<file path="config.mk">
export PLATFORM = sky130hd
export DESIGN_NAME = i2c_read_nbyte
export DESIGN_NICKNAME = d
export VERILOG_FILES = /design/src/rtl/i2c_read_nbyte.sv
export SDC_FILE = /design/constraint.sdc
export NUM_CORES = 1
export LEC_CHECK = 0
export CAP_MARGIN = 20
export CORE_MARGIN = 2
export CORE_UTILIZATION = 35
export DETAILED_ROUTE_END_ITERATION = 10
export SETUP_SLACK_MARGIN = 0.2
export SYNTH_ARGS = -nofsm -noshare
export SYNTH_HDL_FRONTEND = slang
export SYNTH_SLANG_ARGS = --single-unit
</file>
<file path="constraint.sdc">
create_clock -name CLK -period 4.76 [get_ports CLK]
set_input_delay 1.19 -clock CLK [delete_from_list [all_inputs] [get_ports CLK]]
set_output_delay 1.19 -clock CLK [all_outputs]
set_load 0.01 [all_outputs]
</file>
<file path="src/rtl/i2c_read_nbyte.sv">
// I2C master: reads 1..MAX_BYTES bytes from a 7-bit slave,
// optionally writing a register pointer and repeated START first.
module i2c_read_nbyte #(
   parameter int MAX_BYTES = 4,
   parameter int CLK_DIV   = 4
) (
   input  logic                   CLK,
   input  logic                   RESET_N,
   input  logic                   GO,
   input  logic [6:0]             SLAVE_ADDR,
   input  logic                   REG_EN,
   input  logic [7:0]             REG_ADDR,
   input  logic [7:0]             NUM_BYTES,
   input  logic                   SDAI,
   output logic                   SDAO,
   output logic                   SCLO,
   output logic                   BUSY,
   output logic                   DONE,
   output logic                   ACK_ERR,
   output logic                   BYTE_VALID,
   output logic [7:0]             BYTE_DATA,
   output logic [8*MAX_BYTES-1:0] DATA_OUT
);

   localparam int DW = 8 * MAX_BYTES;
   localparam int CW = (CLK_DIV > 1) ? $clog2(CLK_DIV) : 1;

   typedef enum logic [3:0] {
      S_IDLE,
      S_START,
      S_ADDR_W,
      S_REG,
      S_RSTART,
      S_ADDR_R,
      S_READ,
      S_MACK,
      S_STOP,
      S_FIN
   } state_t;

   state_t        state, state_n;
   logic [CW-1:0] div_cnt, div_cnt_n;
   logic [1:0]    qtr, qtr_n;
   logic [3:0]    bit_cnt, bit_cnt_n;
   logic [7:0]    byte_cnt, byte_cnt_n;
   logic [7:0]    last_idx, last_idx_n;
   logic [7:0]    tx_sh, tx_sh_n;
   logic [7:0]    rx_sh, rx_sh_n;
   logic [6:0]    addr_q, addr_n;
   logic          reg_en_q, reg_en_n;
   logic [7:0]    reg_q, reg_n;
   logic          go_q;
   logic          busy_n, done_n, ack_err_n, bv_n;
   logic [7:0]    bd_n;
   logic [DW-1:0] data_n;
   logic          sda_c, scl_c, scl_hi;
   logic          tick, start, is_addr;
   logic [7:0]    num_clamp, rx_byte;

   assign tick    = (div_cnt == CW'(CLK_DIV - 1));
   assign start   = GO & ~go_q;
   assign rx_byte = {rx_sh[6:0], SDAI};
   assign scl_hi  = qtr[0] ^ qtr[1];
   assign is_addr = (state == S_ADDR_W) || (state == S_REG) ||
                    (state == S_ADDR_R);

   // Byte count: 0 reads one byte, oversize requests clamp to MAX_BYTES
   always_comb begin
      num_clamp = NUM_BYTES;
      if (NUM_BYTES == 8'd0)
         num_clamp = 8'd1;
      else if (NUM_BYTES > 8'(MAX_BYTES))
         num_clamp = 8'(MAX_BYTES);
   end

   // Next-state and datapath updates, stepped on quarter ticks
   always_comb begin
      state_n    = state;
      div_cnt_n  = div_cnt;
      qtr_n      = qtr;
      bit_cnt_n  = bit_cnt;
      byte_cnt_n = byte_cnt;
      last_idx_n = last_idx;
      tx_sh_n    = tx_sh;
      rx_sh_n    = rx_sh;
      addr_n     = addr_q;
      reg_en_n   = reg_en_q;
      reg_n      = reg_q;
      busy_n     = BUSY;
      done_n     = 1'b0;
      ack_err_n  = ACK_ERR;
      bv_n       = 1'b0;
      bd_n       = BYTE_DATA;
      data_n     = DATA_OUT;
      unique case (state)
         S_IDLE: begin
            if (start) begin
               state_n    = S_START;
               addr_n     = SLAVE_ADDR;
               reg_en_n   = REG_EN;
               reg_n      = REG_ADDR;
               last_idx_n = num_clamp - 8'd1;
               busy_n     = 1'b1;
               ack_err_n  = 1'b0;
               data_n     = '0;
               div_cnt_n  = '0;
               qtr_n      = 2'd0;
               bit_cnt_n  = 4'd0;
               byte_cnt_n = 8'd0;
            end
         end
         S_FIN: begin
            done_n  = 1'b1;
            busy_n  = 1'b0;
            state_n = S_IDLE;
         end
         default: begin
            div_cnt_n = tick ? '0 : div_cnt + CW'(1);
            if (tick) begin
               qtr_n = qtr + 2'd1;
               if (qtr == 2'd2) begin
                  if (state == S_READ) begin
                     rx_sh_n = rx_byte;
                     if (bit_cnt == 4'd7) begin
                        bv_n   = 1'b1;
                        bd_n   = rx_byte;
                        data_n = (DATA_OUT << 8) | DW'(rx_byte);
                     end
                  end else if (is_addr && bit_cnt == 4'd8 && SDAI) begin
                     ack_err_n = 1'b1;
                  end
               end
               if (qtr == 2'd3) begin
                  case (state)
                     S_START: begin
                        bit_cnt_n = 4'd0;
                        if (reg_en_q) begin
                           state_n = S_ADDR_W;
                           tx_sh_n = {addr_q, 1'b0};
                        end else begin
                           state_n = S_ADDR_R;
                           tx_sh_n = {addr_q, 1'b1};
                        end
                     end
                     S_ADDR_W, S_REG, S_ADDR_R: begin
                        if (bit_cnt != 4'd8) begin
                           bit_cnt_n = bit_cnt + 4'd1;
                           tx_sh_n   = {tx_sh[6:0], 1'b0};
                        end else begin
                           bit_cnt_n = 4'd0;
                           if (ACK_ERR)
                              state_n = S_STOP;
                           else if (state == S_ADDR_W) begin
                              state_n = S_REG;
                              tx_sh_n = reg_q;
                           end else if (state == S_REG)
                              state_n = S_RSTART;
                           else
                              state_n = S_READ;
                        end
                     end
                     S_RSTART: begin
                        state_n   = S_ADDR_R;
                        bit_cnt_n = 4'd0;
                        tx_sh_n   = {addr_q, 1'b1};
                     end
                     S_READ: begin
                        if (bit_cnt == 4'd7) begin
                           state_n   = S_MACK;
                           bit_cnt_n = 4'd0;
                        end else begin
                           bit_cnt_n = bit_cnt + 4'd1;
                        end
                     end
                     S_MACK: begin
                        if (byte_cnt == last_idx) begin
                           state_n = S_STOP;
                        end else begin
                           state_n    = S_READ;
                           byte_cnt_n = byte_cnt + 8'd1;
                        end
                     end
                     S_STOP: state_n = S_FIN;
                     default: ;
                  endcase
               end
            end
         end
      endcase
   end

   // Bus levels for the current state and quarter
   always_comb begin
      sda_c = 1'b1;
      scl_c = 1'b1;
      unique case (state)
         S_START: begin
            sda_c = ~qtr[1];
            scl_c = (qtr != 2'd3);
         end
         S_RSTART: begin
            sda_c = ~qtr[1];
            scl_c = scl_hi;
         end
         S_ADDR_W, S_REG, S_ADDR_R: begin
            sda_c = (bit_cnt == 4'd8) ? 1'b1 : tx_sh[7];
            scl_c = scl_hi;
         end
         S_READ: begin
            sda_c = 1'b1;
            scl_c = scl_hi;
         end
         S_MACK: begin
            sda_c = (byte_cnt == last_idx);
            scl_c = scl_hi;
         end
         S_STOP: begin
            sda_c = (qtr == 2'd3);
            scl_c = (qtr != 2'd0);
         end
         default: ;
      endcase
   end

   // State and output registers; reset releases the bus at once
   always_ff @(posedge CLK or negedge RESET_N) begin
      if (!RESET_N) begin
         state      <= S_IDLE;
         div_cnt    <= '0;
         qtr        <= 2'd0;
         bit_cnt    <= 4'd0;
         byte_cnt   <= 8'd0;
         last_idx   <= 8'd0;
         tx_sh      <= 8'd0;
         rx_sh      <= 8'd0;
         addr_q     <= 7'd0;
         reg_en_q   <= 1'b0;
         reg_q      <= 8'd0;
         go_q       <= 1'b0;
         SDAO       <= 1'b1;
         SCLO       <= 1'b1;
         BUSY       <= 1'b0;
         DONE       <= 1'b0;
         ACK_ERR    <= 1'b0;
         BYTE_VALID <= 1'b0;
         BYTE_DATA  <= 8'd0;
         DATA_OUT   <= '0;
      end else begin
         state      <= state_n;
         div_cnt    <= div_cnt_n;
         qtr        <= qtr_n;
         bit_cnt    <= bit_cnt_n;
         byte_cnt   <= byte_cnt_n;
         last_idx   <= last_idx_n;
         tx_sh      <= tx_sh_n;
         rx_sh      <= rx_sh_n;
         addr_q     <= addr_n;
         reg_en_q   <= reg_en_n;
         reg_q      <= reg_n;
         go_q       <= GO;
         SDAO       <= sda_c;
         SCLO       <= scl_c;
         BUSY       <= busy_n;
         DONE       <= done_n;
         ACK_ERR    <= ack_err_n;
         BYTE_VALID <= bv_n;
         BYTE_DATA  <= bd_n;
         DATA_OUT   <= data_n;
      end
   end

endmodule

</file>
# Word level (Yosys, flattened, before mapping)
# Index checks and enable logic that the tools add are counted.
[op_classes]
add_sub_neg = 5
n_lt_le_gt_ge = 1
eq_ne = 24
n_mux = 60
bitwise = 7
n_reduce_logical = 36
[op_table]
columns = ["op", "n"]
rows = [
  ["$mux W32", 5],
  ["$mux W8", 10],
  ["$pmux W32 S2", 1],
  ["$mux W4", 12],
  ["$or A32 B8 Y32", 1],
  ["$reduce_and A6 Y1", 5],
  ["$pmux W4 S6", 1],
  ["$pmux W8 S3", 1],
  ["$eq A4 B3 Y1 const B", 5],
  ["$reduce_bool A2 Y1", 9],
  ["$pmux W4 S2", 2],
  ["$pmux W8 S2", 1],
  ["$mux W1", 14],
  ["$eq A4 B4 Y1 const B", 3],
  ["$pmux W4 S3", 1],
  ["$reduce_and A5 Y1", 2],
  ["$reduce_bool A3 Y1", 3],
  ["$add A8 B1 Y8 const B", 1],
  ["$eq A4 B2 Y1 const B", 2],
  ["$eq A8 B8 Y1", 1],
  ["$gt A8 B3 Y1 const B", 1],
  ["$logic_not A8 Y1", 1],
  ["$mux W2", 4],
  ["$pmux W2 S2", 2],
  ["29 further kinds", 45],
]
[totals]
register_bits = 106
inputBits = 28
output_inout_bits = 46
word_cells = 153

# Logic depth before layout (Yosys ltp)
# Gate-level depths: netlist of the first run.
[depth]
depth_word = 10
ltp_mapped = 8
ltp_nobuf = 7

# Worst setup path after synthesis of the first run
# Ideal clock, no wire load.
[synth_timing]
kind = "in2reg"
startpoint = "input NUM_BYTES[4]"
endpoint = "register last_idx[4]"
setup_ns = 0.118
arrival_ns = 2.695
required_time_ns = 4.642
setup_slack_ns = 1.947
cell_stages = 6
n_path_buf = 0
cell_sequence = "or4_1 nor3_1 o21ai_0 ha_1 and3_1 a21o_1"
[synth_via]
elab_chain_len = 4
word_cells_on_any_way = 5
classes_between = "add/sub (1); order compare (1); mux (2); reduce/logical (1)"
[synth_rtl]
columns = ["element", "line", "rtl"]
rows = [
  ["start: declaration", "13", "input logic [7:0] NUM_BYTES,"],
  ["$gt A8 B3 Y1", "72", "else if (NUM_BYTES > 8'(MAX_BYTES))"],
  ["$mux W8", "72", ""],
  ["$mux W8 *", "70", "if (NUM_BYTES == 8'd0)"],
  ["$sub A8 B1 Y8 *", "102", "last_idx_n = num_clamp - 8'd1;"],
  ["end signal: assignment", "254", "last_idx <= last_idx_n;"],
  ["end: declaration", "46", "logic [7:0] last_idx, last_idx_n;"],
]
# Mark *: on every way between the ends. The rest lies on a longest branch, timed or not.
# A chain may end at the register's enable or synchronous reset.

# Final worst setup path of the first run
[layout_timing]
startpoint = "input NUM_BYTES[4]"
endpoint = "register last_idx[6]"
# The elaborated chain is that of the path after synthesis.

==> results.sh, run 1 <==
export IMPL_synth_edf_count=0
export IMPL_grt_pass1_vias=3966
export IMPL_cp_arrival_ns=3.23
export IMPL_rsz0062_at_grt="no"
export IMPL_finalHoldViolCount=0
export IMPL_worstSetupStartpointType="primary input"
export IMPL_die_height_um=125
export IMPL_syn_area_per_cell_um2=9.47
export IMPL_setup_violations=0
export IMPL_async_flop_share_pct=100
export IMPL_grt_use_total_pct=15.5
export IMPL_ys_seq_area_share_pct=51.5
export IMPL_synth_warning_count=0
export IMPL_clockBufferDepth=2
export IMPL_nNetsFinal=635
export IMPL_grt_ovfl_total=0
export IMPL_place_area_mm2=0.00599
export IMPL_ir_drop_uv=285
export IMPL_holdPathStages=2
export IMPL_synth_seq_cells=106
export IMPL_cts_buffers=9
export IMPL_drt_initial_drc_count=311
export IMPL_drv_cap=0
export IMPL_cts_repair_resized=0
export IMPL_core_area_mm2=0.0145
export IMPL_syn2layout_area_growth_pct=21.3
export IMPL_die_area_mm2=0.0157
export IMPL_fin_skew_ns=0.00934
export IMPL_worstSetupEndpointType="flip-flop"
export IMPL_drive_above_1_share_pct=9.44
export IMPL_synth_cells=544
export IMPL_die_w_um=125
export IMPL_layout_cells_non_filler=788
export IMPL_path_max_fanout=4
export IMPL_worstRegToRegCells=6
export IMPL_ctsHoldBuffers=0
export IMPL_synth_ff_type="dfrtp_1"
export IMPL_ios=74
export IMPL_via_per_inst=5.11
export IMPL_synth_cell_types=58
export IMPL_cts_sinks=106
export IMPL_post_route_util_pct=43.2
export IMPL_timing_hold_ws_ns=0.479
export IMPL_grt_pass1_wl_um=19700
export IMPL_antenna_cells=0
export IMPL_remaining_drc_errors=0
export IMPL_hold_path_class="reg -> reg"
export IMPL_start_util_pct=35.6
export IMPL_path_class="in -> reg"
export IMPL_gp_congestion=0.844
export IMPL_design_area_mm2=0.00625
export IMPL_cts_tree="built"
export IMPL_clk_pin_slew_worst_paths_ns=0.07
export IMPL_cp_required_ns=5.00
export IMPL_place_inst=772
export IMPL_postCtsSetupBuffers=0
export IMPL_htreeDepth=3
export IMPL_fin_tns_setup_ns=0
export IMPL_fin_crit_ns=2.99
export IMPL_place_hpwl_um=8060
export IMPL_leakagePower_nw=2.71
export IMPL_row_count=44
export IMPL_slew_violations=0
export IMPL_antenna_found_initial=0
export IMPL_tightest_slew_ns=0.941
export IMPL_status="complete, no violations"
export IMPL_clock_root_buffer="clkbuf_16"
export IMPL_numPortBuffers=73
export IMPL_clk_insertion_delay_late_ns=0.35
export IMPL_power_density_mw_per_mm2=503
export IMPL_ant_nets=0
export IMPL_fmax_mhz=334
export IMPL_num_vias=4030
export IMPL_grt_max_degree=52
export IMPL_wirelength_um=11600
export IMPL_first_pass_iters=4
export IMPL_timing_final_crit_share_pct=62.8
export IMPL_wl_per_cell_um=14.7
export IMPL_relSlewSlack_pct=37.3
export IMPL_syn_area_mm2=0.00515
export IMPL_syn_num_nets=580
==> report_power, final <==
part           switching (mW)  internal, mW
registers               0.241          1.10
logic                   0.643         0.478
clock network           0.326         0.356
==> state kept, by name, indices dropped and copies added (netlist names), 2 cells and up <==
name       cells
addr_q         7
reg_q          8
state          4
tx_sh          8
last_idx       8
div_cnt        2
BYTE_DATA      8
rx_sh          7
qtr            2
DATA_OUT      32
bit_cnt        4
byte_cnt       8
==> stage by stage <==
stage                     setup WS, ns  total power, mW
final                             1.77             3.15
after global routing              1.55             3.40
after CTS                         1.78             3.17
after detailed placement          1.40             2.47
after global placement            1.50             2.45
after floorplan                   1.95             2.16
==> final cells by class <==
cell class	count	area (um^2)
sequential	106	2660
multi-input combinational	390	2280
timing repair buffer	79	773
tap	184	230
clock buffer	12	236
clock inverter	4	26.3
fill	1425	8230
inverter	13	48.8
==> worst max-delay path: stages <==
cell and delay (ns):
clkdlybuf4s50_1 0.39, or4_1 0.50, nor3_1 0.32, o21ai_0 0.22
ha_1 0.27, and3_1 0.17, a21o_1 0.16
==> cells in the final DEF (no fill, tap or decap), types with 4 or more instances in the layout <==
cell,count
a211oi_1,5
a21o_1,6
a21oi_1,15
a31oi_1,11
and2_1,5
and3_1,5
buf_4,7
clkbuf_16,9
clkdlybuf4s50_1,72
dfrtp_1,104
ha_1,8
inv_1,12
mux2_2,26
mux2i_1,5
nand2_1,146
nand2b_1,9
nand3_1,7
nand3b_1,4
nor2_1,28
nor3_1,5
o21ai_0,45
xnor2_1,8
==> path summary, 6_finish.rpt <==
check                        startpoint  slack, ns            to
setup / recovery           NUM_BYTES[4]       1.77   last_idx[6]
hold / removal                 reg_q[2]       0.48      reg_q[2]
setup reg to reg               state[3]       2.06  DATA_OUT[24]
hold reg to reg                reg_q[2]       0.48      reg_q[2]
max in group asynchronous       RESET_N       3.04  DATA_OUT[18]
min in group asynchronous       RESET_N       0.86  DATA_OUT[27]
==> layer usage <==
layer  track usage [%]  vias up  part of all wire [%]
met2              24.4      106                    46
li1                  -     1966                     -
met3              4.19       14                   4.7
met4              5.23        0                   1.7
met5                 0        -                     0
met1              20.7     1944                    47
==> cell families (layout without fill, tap and decap cells) <==
| kind of cell | Yosys count | in the layout | synth area share (%) |
|---|---|---|---|
| xor gates and xnor gates | 9 | 9 | 1.53 |
| muxes | 31 | 31 | 6.65 |
| and+or+nand+nor | 222 | 222 | 18.5 |
| buffers and inverters | 48 | 108 | 4.49 |
| adders and majority gates | 8 | 8 | 1.94 |
| DFF | 106 | 106 | 51.5 |
| AOI/OAI and AO/OA | 120 | 120 | 15.3 |
==> synth_stat cells, types with 2 or more instances <==
cell type / instances / area, um^2
nand3_1: 7 / 35.0
nor2_1: 28 / 105
clkbuf_1: 16 / 60.1
dfrtp_1: 104 / 2600
a22o_1: 3 / 26.3
a31oi_1: 11 / 68.8
xnor2_1: 8 / 70.1
inv_1: 12 / 45.0
a21o_1: 6 / 45.0
nor2b_1: 3 / 18.8
and3_1: 5 / 31.3
o211ai_1: 3 / 22.5
o21ai_1: 3 / 15.0
mux2_2: 26 / 293
a22oi_1: 3 / 22.5
a211oi_1: 5 / 37.5
and2_1: 5 / 31.3
a21oi_2: 2 / 17.5
a32o_1: 2 / 20.0
nand4_1: 3 / 18.8
nand2_1: 146 / 548
o2bb2ai_1: 2 / 17.5
o22ai_1: 3 / 18.8
o221ai_1: 2 / 17.5
a221o_1: 3 / 30.0
buf_2: 12 / 60.1
a21oi_1: 15 / 75.1
nand3b_1: 4 / 30.0
nor3_1: 5 / 25.0
nand2b_1: 9 / 56.3
buf_6: 4 / 45.0
o21ai_0: 45 / 225
dfstp_2: 2 / 52.6
clkbuf_2: 2 / 10.0
ha_1: 8 / 100
mux2i_1: 5 / 50.1
Note: power is estimated with default switching activity, not from simulation.
==> inputs of run 2 (changes only) <==
Clock period 4.76 ns to 2.95 ns, I/O delays scaled along.
==> results.sh, run 2 (same netlist as run 1, synthesis figures left out) <==
export IMPL_syn2layout_area_growth_pct=23.8
export IMPL_relSlewSlack_pct=50.2
export IMPL_fin_skew_ns=0.00563
export IMPL_cts_tree="built"
export IMPL_most_common_layout_cells="nand2_1, dfrtp_1, clkdlybuf4s50_1, o21ai_0, nor2_1"
export IMPL_fin_crit_ns=2.38
export IMPL_power_density_mw_per_mm2=827
export IMPL_path_max_fanout=23
export IMPL_grt_use_total_pct=15.4
export IMPL_core_area_mm2=0.0145
export IMPL_grt_ovfl_total=0
export IMPL_layout_cells_non_filler=796
export IMPL_clk_insertion_delay_late_ns=0.35
export IMPL_ant_nets=0
export IMPL_via_per_inst=5.14
export IMPL_grt_pass1_wl_um=19700
export IMPL_wl_per_cell_um=14.3
export IMPL_postCtsSetupBuffers=0
export IMPL_fin_total_pwr_mw=5.27
export IMPL_cts_sinks=106
export IMPL_finalHoldViolCount=0
export IMPL_r2r_start="state[0]"
export IMPL_place_hpwl_um=7990
export IMPL_hold_path_class="in -> async"
export IMPL_start_util_pct=35.6
export IMPL_grt_max_degree=63
export IMPL_setup_violations=0
export IMPL_leakagePower_nw=2.78
export IMPL_worstRegToRegCells=6
export IMPL_num_fill_cells=1384
export IMPL_htreeDepth=3
export IMPL_mostFrequentLayoutCell="nand2_1"
export IMPL_tightest_slew_ns=0.748
export IMPL_gp_congestion=0.889
export IMPL_timing_final_crit_share_pct=80.6
export IMPL_timing_hold_ws_ns=0.439
export IMPL_num_vias=4088
export IMPL_numPortBuffers=73
export IMPL_ios=74
export IMPL_cp_required_ns=3.23
export IMPL_worstSetupStartpointType="flip-flop"
export IMPL_remaining_drc_errors=0
export IMPL_ctsHoldBuffers=0
export IMPL_wirelength_um=11400
export IMPL_clk_pin_slew_worst_paths_ns=0.07
export IMPL_clock_root_buffer="clkbuf_16"
export IMPL_fmax_mhz=421
export IMPL_antenna_found_initial=0
export IMPL_die_area_mm2=0.0157
export IMPL_grt_pass1_vias=4002
export IMPL_antenna_cells=0
export IMPL_first_pass_iters=4
export IMPL_drt_initial_drc_count=276
export IMPL_drv_cap=0
export IMPL_slew_violations=0
export IMPL_path_class="reg -> reg"
export IMPL_ir_drop_uv=356
export IMPL_cp_arrival_ns=2.66
export IMPL_clockBufferDepth=2
export IMPL_top_register="DATA_OUT"
export IMPL_worstSetupEndpointType="flip-flop"
export IMPL_worstSetupStartpoint="state[0]"
export IMPL_drive_above_1_share_pct=10.8
export IMPL_cts_buffers=9
export IMPL_die_w_um=125
export IMPL_place_inst=780
export IMPL_row_count=44
export IMPL_status="complete, no violations"
export IMPL_largest_reg_flops=32
export IMPL_die_height_um=125
export IMPL_rsz0062_at_grt="no"
export IMPL_nNetsFinal=643
export IMPL_fin_tns_setup_ns=0
export IMPL_cts_repair_resized=0
run 2: metrics by stage:
| step | area, um^2 | worst slack, ns | util [%] |
|---|---|---|---|
| 2_1_floorplan | 5150 | 0.589 | - |
| 3_3_place_gp | 6070 | 0.316 | 41.9 |
| 3_5_place_dp | 6070 | 0.247 | 41.9 |
| 4_1_cts | 6380 | 0.587 | 44.1 |
| 5_1_grt | 6380 | 0.358 | 44.1 |
| 6_report | 6380 | 0.573 | 44.1 |
run 2: layout make-up:
cell class	instances	area, um^2	share of cell area (%)
Inverter	13	48.8	0.765
Clock buffer	13	260	4.08
Tap cell	184	230	3.61
Clock inverter	3	46.3	0.726
Multi-Input combinational cell	390	2280	35.8
Sequential cell	106	2660	41.6
Timing Repair Buffer	87	858	13.5
run 2: worst max-delay path, cell delays in order (launching register included):
cell	delay, ns
dfrtp_1	0.76
nand2_1	0.23
nor2_1	0.32
o211ai_1	0.27
buf_4	0.24
a211oi_1	0.28
mux2i_1	0.21
run 2: layer usage:
layer / part of all wire, % / up-vias / track usage, % / routed length [um]
met5: 0 / - / 0 / 0
met2: 47 / 117 / 24.6 / 5350
li1: - / 1990 / - / -
met1: 47 / 1969 / 20.4 / 5330
met4: 1.5 / 0 / 5.95 / 166
met3: 4.8 / 12 / 3.68 / 541
run 2: power breakdown:
group | switching (mW) | internal (mW) | total (mW)
clock | 0.520 | 0.708 | 1.23
sequential | 0.338 | 1.78 | 2.12
combinational | 1.09 | 0.836 | 1.93
run 2: worst paths after layout:
check | end | slack (ns)
hold / removal | DATA_OUT[29] | 0.44
hold reg to reg | addr_q[0] | 0.48
max in group asynchronous | addr_q[3] | 1.79
min in group CLK | addr_q[0] | 0.48
setup reg to reg | byte_cnt[4] | 0.57
setup / recovery | byte_cnt[4] | 0.57
==> inputs of run 3 (changes only) <==
Clock period 2.95 ns to 2.2 ns, I/O delays scaled along.
==> results.sh, run 3 (same netlist as run 1, synthesis figures left out) <==
export IMPL_status="complete, no violations"
export IMPL_nNetsFinal=675
export IMPL_grt_pass1_wl_um=20400
export IMPL_finalHoldViolCount=0
export IMPL_die_area_mm2=0.0157
export IMPL_core_area_mm2=0.0145
export IMPL_mostFrequentLayoutCell="nand2_1"
export IMPL_setup_violations=0
export IMPL_most_common_layout_cells="nand2_1, dfrtp_1, clkdlybuf4s50_1, o21ai_0, buf_4"
export IMPL_start_util_pct=35.6
export IMPL_die_w_um=125
export IMPL_top_register="DATA_OUT"
export IMPL_worst_slack_ns=0.294
export IMPL_relSlewSlack_pct=68.1
export IMPL_power_density_mw_per_mm2=1110
export IMPL_hold_path_class="in -> async"
export IMPL_ir_drop_uv=489
export IMPL_swShare_pct=36.7
export IMPL_drt_initial_drc_count=267
export IMPL_tightest_slew_ns=0.479
export IMPL_cp_required_ns=2.44
export IMPL_drv_cap=0
export IMPL_first_pass_iters=4
export IMPL_row_count=44
export IMPL_wl_per_cell_um=14.5
export IMPL_seqPwrFrac_pct=37.2
export IMPL_fin_skew_ns=0.00644
export IMPL_num_fill_cells=1366
export IMPL_drive_above_1_share_pct=17.7
export IMPL_ctsHoldBuffers=0
export IMPL_path_max_fanout=3
export IMPL_worstSetupEndpointType="flip-flop"
export IMPL_power_frac_comb_pct=40.6
export IMPL_ios=74
export IMPL_path_class="reg -> reg"
export IMPL_worstRegToRegCells=7
export IMPL_clockBufferDepth=2
export IMPL_place_hpwl_um=8730
export IMPL_wirelength_um=12000
export IMPL_die_height_um=125
export IMPL_clkPwrFrac_pct=22.2
export IMPL_p_int_mw=4.71
export IMPL_cts_sinks=106
export IMPL_grt_max_degree=44
export IMPL_num_vias=4175
export IMPL_numPortBuffers=73
export IMPL_syn2layout_area_growth_pct=30.5
export IMPL_power_switching_mw=2.73
export IMPL_clk_insertion_delay_late_ns=0.36
export IMPL_gp_congestion=0.846
export IMPL_fin_tns_setup_ns=0
export IMPL_leakagePower_nw=3.01
export IMPL_cts_tree="built"
export IMPL_grt_ovfl_total=0
export IMPL_clock_root_buffer="clkbuf_16"
export IMPL_worstSetupStartpointType="flip-flop"
export IMPL_fin_crit_ns=1.91
export IMPL_cp_arrival_ns=2.14
export IMPL_largest_reg_flops=32
export IMPL_ant_nets=0
export IMPL_grt_use_total_pct=15.9
export IMPL_remaining_drc_errors=0
export IMPL_cts_buffers=9
export IMPL_fmax_mhz=525
export IMPL_clk_pin_slew_worst_paths_ns=0.07
export IMPL_htreeDepth=3
export IMPL_rsz0062_at_grt="yes"
export IMPL_timing_final_crit_share_pct=86.6
export IMPL_pre_cts_ws_ns=-0.263
export IMPL_slew_violations=0
export IMPL_grt_pass1_vias=4180
export IMPL_ff2ff_setup_slack_ns=0.29
export IMPL_via_per_inst=5.04
export IMPL_antenna_found_initial=0
export IMPL_antenna_cells=0
[run 3: cell types whose count changed in the layout (fill, tap and decap cells not counted), moves of 3 or more]
cell / change
dfrtp_1: -4
ha_1: -3
buf_4: +29
ha_2: +3
dlymetal6s2s_1: +6
clkdlybuf4s50_1: -6
dfrtp_2: +4
[run 3: layout make-up]
type	count	area, um^2	area share, %
timing repair buffer	119	1140	17.0
clock buffer	13	260	3.87
tap	184	230	3.42
sequential	106	2660	39.6
clock inverter	3	47.5	0.707
inverter	13	48.8	0.726
multi-input combinational	390	2340	34.7
[run 3: worst max-delay path, stage by stage, from the launching register on]
cell and delay (ns):
dfrtp_1 0.41, ha_1 0.23, nand3b_1 0.18, nor3b_1 0.21, buf_4 0.15, a2111oi_4 0.04
nor2_1 0.21, mux2_2 0.36
[run 3: power by group through the flow]
stage / clock network [mW] / logic [mW] / registers (mW)
4_1_cts: 1.71 / 2.94 / 2.79
3_3_place_gp: 0 / 2.82 / 2.82
6_report: 1.65 / 3.02 / 2.76
3_5_place_dp: 0 / 2.88 / 2.83
5_1_grt: 1.80 / 3.39 / 2.83
2_1_floorplan: 0 / 1.99 / 2.69
[run 3: per-layer routing]
| layer | global-route usage [%] | share of wire [%] |
|---|---|---|
| met1 | 21.0 | 48 |
| met2 | 25.8 | 46 |
| met3 | 4.66 | 4.8 |
| met4 | 4.25 | 1.2 |
| met5 | 0 | 0 |
[run 3: final timing paths]
check,to,startpoint
min reg2reg,reg_q[0],reg_q[0]
min,DATA_OUT[3],RESET_N
max,state[1],bit_cnt[1]
max in group asynchronous,BYTE_DATA[6],RESET_N
min in group CLK,reg_q[0],reg_q[0]
max reg2reg,state[1],bit_cnt[1]
[run 3: through the flow]
| stage | power (mW) | util [%] | hold WS (ns) | instance area, um^2 | std cells |
|---|---|---|---|---|---|
| after CTS | 7.45 | 45.8 | 0.156 | 6640 | 820 |
| after floorplan | 4.68 | - | 0.254 | 5170 | 544 |
| after detailed placement | 5.71 | 43.4 | 0.466 | 6280 | 802 |
| after global routing | 8.01 | 46.4 | 0.174 | 6730 | 828 |
| final | 7.44 | 46.4 | 0.149 | 6730 | 828 |
| after global placement | 5.64 | 43.4 | 0.465 | 6280 | 802 |
[run 3: timing repair]
| action | 4_1_cts | 5_1_grt |
|---|---|---|
| buffers inserted | 2 | 8 |
| hold endpoints to repair | 0 | 0 |
| pin swaps | 1 | 6 |
| cloned | 0 | 0 |
| endpoints found under the setup margin | 45 | 16 |
| resized for setup | 10 | 11 |
